`config.mk`:
```
export PLATFORM = sky130hd
export DESIGN_NAME = program_loader
export DESIGN_NICKNAME = d
export VERILOG_FILES = /design/src/rtl/program_loader.sv
export SDC_FILE = /design/constraint.sdc
export NUM_CORES = 1
export LEC_CHECK = 0
export BUFFER_PORTS_ARGS = -buffer_cell sky130_fd_sc_hd__buf_2
export CORE_ASPECT_RATIO = 0.5
export CORE_MARGIN = 5
export CORE_UTILIZATION = 51
export CTS_CLUSTER_SIZE = 20
export DETAILED_ROUTE_END_ITERATION = 8
export PLACE_DENSITY_LB_ADDON = 0.15
export SYNTH_ARGS = -nofsm -noshare
export SYNTH_HDL_FRONTEND = slang
export SYNTH_SLANG_ARGS = --single-unit
```
`constraint.sdc`:
```
create_clock -name clk -period 2 [get_ports clk]
set_input_delay 0 -clock clk [delete_from_list [all_inputs] [get_ports clk]]
set_output_delay 0 -clock clk [all_outputs]
set_load 0.05 [all_outputs]
```
`src/rtl/program_loader.sv`:
```
// program_loader
//   Boot-time loader feeding the RV32 core's instruction memory. Accepts a
//   byte stream over valid/ready, assembles little-endian 32-bit words, writes
//   them to consecutive word addresses, then releases the core via core_en.
//
// Ports
//   clk, rstn            clock, asynchronous active-low reset
//   en                   global enable; low freezes all state and gates outputs
//   start, len_words     load request and its word count (sampled on start)
//   s_valid/s_data/s_ready  upstream byte stream handshake
//   mem_we/mem_addr/mem_wd  instruction memory write port (word index address)
//   core_en              core enable, high only in DONE
//   busy, done, error    status flags
module program_loader #(
  parameter int DATA_WIDTH   = 32,
  parameter int MEM_CAPACITY = 10,
  parameter int LEN_WIDTH    = 16
) (
  input  logic                  clk,
  input  logic                  rstn,
  input  logic                  en,
  input  logic                  start,
  input  logic [LEN_WIDTH-1:0]  len_words,
  input  logic                  s_valid,
  input  logic [7:0]            s_data,
  output logic                  s_ready,
  output logic                  mem_we,
  output logic [DATA_WIDTH-1:0] mem_addr,
  output logic [DATA_WIDTH-1:0] mem_wd,
  output logic                  core_en,
  output logic                  busy,
  output logic                  done,
  output logic                  error
);

  localparam int IDX_W = (MEM_CAPACITY > 1) ? $clog2(MEM_CAPACITY) : 1;

  typedef enum logic [2:0] {
    IDLE,
    LOAD,
    WRITE,
    DONE,
    ERROR
  } state_t;

  state_t state, state_nxt;

  logic [IDX_W-1:0]      word_idx;
  logic [1:0]            byte_cnt;
  logic [LEN_WIDTH-1:0]  len_q;
  logic [DATA_WIDTH-1:0] word_q;
  logic [DATA_WIDTH-1:0] addr_q;
  logic [DATA_WIDTH-1:0] wd_q;

  logic len_zero;
  logic len_over;
  logic last_word;

  assign len_zero  = (len_words == '0);
  assign len_over  = (len_words > LEN_WIDTH'(MEM_CAPACITY));
  assign last_word = ((LEN_WIDTH'(word_idx) + LEN_WIDTH'(1)) == len_q);

  // State register
  always_ff @(posedge clk or negedge rstn) begin
    if (!rstn) begin
      state <= IDLE;
    end else begin
      state <= state_nxt;
    end
  end

  // Next-state logic
  always_comb begin
    state_nxt = state;
    if (en) begin
      case (state)
        IDLE, DONE, ERROR: begin
          if (start) begin
            if (len_zero) begin
              state_nxt = DONE;
            end else if (len_over) begin
              state_nxt = ERROR;
            end else begin
              state_nxt = LOAD;
            end
          end
        end
        LOAD: begin
          if (s_valid && (byte_cnt == 2'd3)) begin
            state_nxt = WRITE;
          end
        end
        WRITE: begin
          state_nxt = last_word ? DONE : LOAD;
        end
        default: state_nxt = IDLE;
      endcase
    end
  end

  // Datapath registers
  always_ff @(posedge clk or negedge rstn) begin
    if (!rstn) begin
      word_idx <= '0;
      byte_cnt <= '0;
      len_q    <= '0;
      word_q   <= '0;
      addr_q   <= '0;
      wd_q     <= '0;
    end else if (en) begin
      case (state)
        IDLE, DONE, ERROR: begin
          if (start && !len_zero && !len_over) begin
            len_q    <= len_words;
            word_idx <= '0;
            byte_cnt <= '0;
            word_q   <= '0;
          end
        end
        LOAD: begin
          if (s_valid) begin
            word_q[8*byte_cnt +: 8] <= s_data;
            byte_cnt                <= byte_cnt + 2'd1;
          end
        end
        WRITE: begin
          // Capture what was written so mem_addr/mem_wd hold it afterwards.
          addr_q   <= DATA_WIDTH'(word_idx);
          wd_q     <= word_q;
          byte_cnt <= '0;
          // The final word leaves word_idx at its last address so the index
          // stays within MEM_CAPACITY-1; it is cleared on the next start.
          if (!last_word) begin
            word_idx <= word_idx + IDX_W'(1);
          end
        end
        default: ;
      endcase
    end
  end

  // Output decode: registered state only, gated by en
  always_comb begin
    s_ready  = 1'b0;
    mem_we   = 1'b0;
    core_en  = 1'b0;
    busy     = 1'b0;
    done     = 1'b0;
    error    = 1'b0;
    mem_addr = addr_q;
    mem_wd   = wd_q;
    if (state == WRITE) begin
      mem_addr = DATA_WIDTH'(word_idx);
      mem_wd   = word_q;
    end
    if (en) begin
      case (state)
        LOAD: begin
          s_ready = 1'b1;
          busy    = 1'b1;
        end
        WRITE: begin
          mem_we = 1'b1;
          busy   = 1'b1;
        end
        DONE: begin
          core_en = 1'b1;
          done    = 1'b1;
        end
        ERROR: begin
          error = 1'b1;
        end
        default: ;
      endcase
    end
  end

endmodule

```
==> results.sh <==
export IMPL_antenna_found_initial=0
export IMPL_nets=732
export IMPL_multi_input_area_sq_um=2440
export IMPL_cp_top_family="buffers and inverters"
export IMPL_clock_path_buffers=2
export IMPL_rows=27
export IMPL_crit_chain="nor3b_4 > buf_6 > buf_12 > buf_16 > mux2_2 > buf_6"
export IMPL_port_buffers=98
export IMPL_end_kind="output pin"
export IMPL_slowest_stage="dfrtp_1"
export IMPL_overflow=0
export IMPL_n_antenna_cell=0
export IMPL_cts_tree="done"
export IMPL_dr_pass1_iters=5
export IMPL_fin_worst_skew_ns=0.00883
export IMPL_period_share_pct=101
export IMPL_dieArea_sq_um=13500
export IMPL_drt_total_wl_microns=13900
export IMPL_syn_area_sq_um=5690
export IMPL_grt_use_met3_pct=5.20
export IMPL_worstMarginPinSlew_ns=0.631
export IMPL_synthCells=547
export IMPL_ys_ff_latch=121
export IMPL_cpPeakStageDelay_ns=0.42
export IMPL_crit_path_start_kind="register"
export IMPL_design_area_sq_um=7800
export IMPL_drt_iter0_markers=327
export IMPL_ant_nets=0
export IMPL_finalHoldViolCount=0
export IMPL_cts_sinks=121
export IMPL_synth_seq_area_share_pct=53.2
export IMPL_slew_headroom_pct=57.8
export IMPL_clk_pin_slew_ns=0.06
export IMPL_synth_warnings=0
export IMPL_final_cells=855
export IMPL_synth_cell_types=45
export IMPL_critical_path_arrival_ns=2.02
export IMPL_drive_gt1_share_pct=32.0
export IMPL_ys_flop_type="dfrtp_1"
export IMPL_grt_max_degree=66
export IMPL_timing_final_max_slew_violations=0
export IMPL_drc=0
export IMPL_synth_avg_cell_area_sq_um=10.4
export IMPL_cts_root_buffer="clkbuf_16"
export IMPL_cp_max_fo=12
export IMPL_crit_required_ns=2.00
export IMPL_crit_buf_inv=4
export IMPL_cellPowerDensity_nw_per_um2=1290
export IMPL_clk_latency_ns=0.42
export IMPL_placed_cells=787
export IMPL_dpl_hpwl_microns=8520
export IMPL_grt_total_usage_pct=20.7
export IMPL_setup_violations_final=13
export IMPL_wire_per_inst_microns=16.3
export IMPL_cts_buffers=17
export IMPL_regArea_sq_um=3030
export IMPL_rsz0062_at_grt="yes"
export IMPL_final_cell_mix="dfrtp_1, nand2_1, buf_4"
export IMPL_dpl_cell_area_sq_um=6480
export IMPL_grt_first_pass_wirelength_microns=22300
export IMPL_whs_ns=0.0260
export IMPL_status="finished with violations"
export IMPL_via_per_inst=5.16
export IMPL_fin_ws_ns=-0.0182
export IMPL_fin_crit_ns=2.02
export IMPL_htreeDepth=4
export IMPL_dieWidth_microns=159
export IMPL_failed_checks="setup timing"
export IMPL_final_util_pct=71.2
export IMPL_dr_total_vias=4416
export IMPL_pin_count=99
export IMPL_max_clock_freq_mhz=495
export IMPL_coreArea_sq_um=10900
export IMPL_initial_utilization_pct=52.0
export IMPL_syn_num_nets=582
export IMPL_fillers=792
export IMPL_met2_usage_pct=32.3
export IMPL_hp_class="in -> reg"
export IMPL_dieHeight_microns=84.7
export IMPL_ir_drop_uv=656
export IMPL_place_ws_ns=-0.0918
export IMPL_path_class="reg -> out"
export IMPL_drv_cap=0
export IMPL_crit_top_cell="buf_6"
export IMPL_grt_busiest_layer="met2"
export IMPL_p_leak_nw=3.88
export IMPL_async_flop_share_pct=100
export IMPL_place_congestion=0.806
export IMPL_synth_edff_count=0
export IMPL_use_met1_pct=27.7
export IMPL_final_common_cell="dfrtp_1"
export IMPL_grt_pass1_vias=4455
export IMPL_setup_tns_ns=-0.141
export IMPL_fin_total_pwr_mw=10.0
export IMPL_area_delta_synth_final_pct=36.9
-- final cells by class --
cell class,count,share of cell area [%]
Inverter,38,1.89
Multi-Input combinational cell,357,31.3
Clock buffer,17,5.46
Clock inverter,15,2.12
Timing Repair Buffer,162,18.0
Tap cell,145,2.33
Sequential cell,121,38.9
-- cells in the mapped netlist, drive strengths merged (3+ instances only) --
cell / count / share of area, %
and2: 43 / 4.8
nor2b: 29 / 3.2
inv: 37 / 2.4
nor3b: 5 / 0.66
and3: 4 / 0.44
mux2: 40 / 7.9
mux2i: 33 / 5.8
nand2b: 3 / 0.33
dfrtp: 121 / 53
xnor2: 3 / 0.46
ha: 6 / 1.3
a22o: 9 / 1.4
nand2: 87 / 5.7
o21ai: 41 / 3.6
nor4: 6 / 0.66
nand3: 6 / 0.53
nor2: 8 / 0.53
buf: 10 / 1.2
clkbuf: 21 / 1.4
a21oi: 7 / 0.62
-- worst reg2reg max path: cells and delay by family (launching register included) --
kind / cells / cell delay [ns]
mux: 1 / 0.26
simple gates: 2 / 0.56
compound gates: 2 / 0.70
flops: 1 / 0.38
-- final timing paths --
| check | start | endpoint | slack, ns | depth (start not counted) |
|---|---|---|---|---|
| worst max-delay path | state[2] | mem_wd[17] | -0.02 | 6 |
| worst min-delay path | en | state[0] | 0.03 | 3 |
| worst max register to register | word_idx[3] | word_idx[0] | -0.01 | 5 |
| worst min register to register | addr_q[5] | addr_q[5] | 0.48 | 1 |
| max in group asynchronous | rstn | addr_q[21] | 0.86 | 3 |
| min in group asynchronous | rstn | wd_q[23] | 0.15 | 3 |
-- sequential cells by signal, indices dropped and copies added (netlist names) --
register  cells
addr_q       32
wd_q         32
word_q       32
len_q        16
word_idx      4
state         3
byte_cnt      2
-- report_power, final --
part | internal [mW] | switching (mW) | leakage [nW]
Combinational | 1.37 | 2.18 | 2.06
Sequential | 3.06 | 0.355 | 1.54
Clock | 1.86 | 1.20 | 0.283
-- timing repair --
item	CTS	global route
pin swaps	4	0
hold buffers	16	0
cloned	2	2
setup buffers	8	9
resized for setup	59	61
endpoints found under the hold margin	159	0
endpoints found under the setup margin	41	65
-- cells by family (layout without fill, tap and decap cells) --
group                      after synthesis  count (layout)  share of synthesized area [%]
xor gates and xnor gates                 5               5                          0.769
AOI/OAI and AO/OA                       69              69                           7.36
buffers and inverters                   69             232                           5.08
and+or+nand+nor                        204             204                           18.6
muxes                                   73              73                           13.7
adders and majority gates                6               6                           1.32
DFF                                    121             121                           53.2
-- layer usage --
metal,routed length (microns),share of wire [%],up-vias
li1,-,-,2125
met1,6500,47,2132
met2,6380,46,132
met3,768,5.5,27
met4,275,2.0,0
met5,0,0,-
Note: power is estimated with default switching activity, not from simulation.
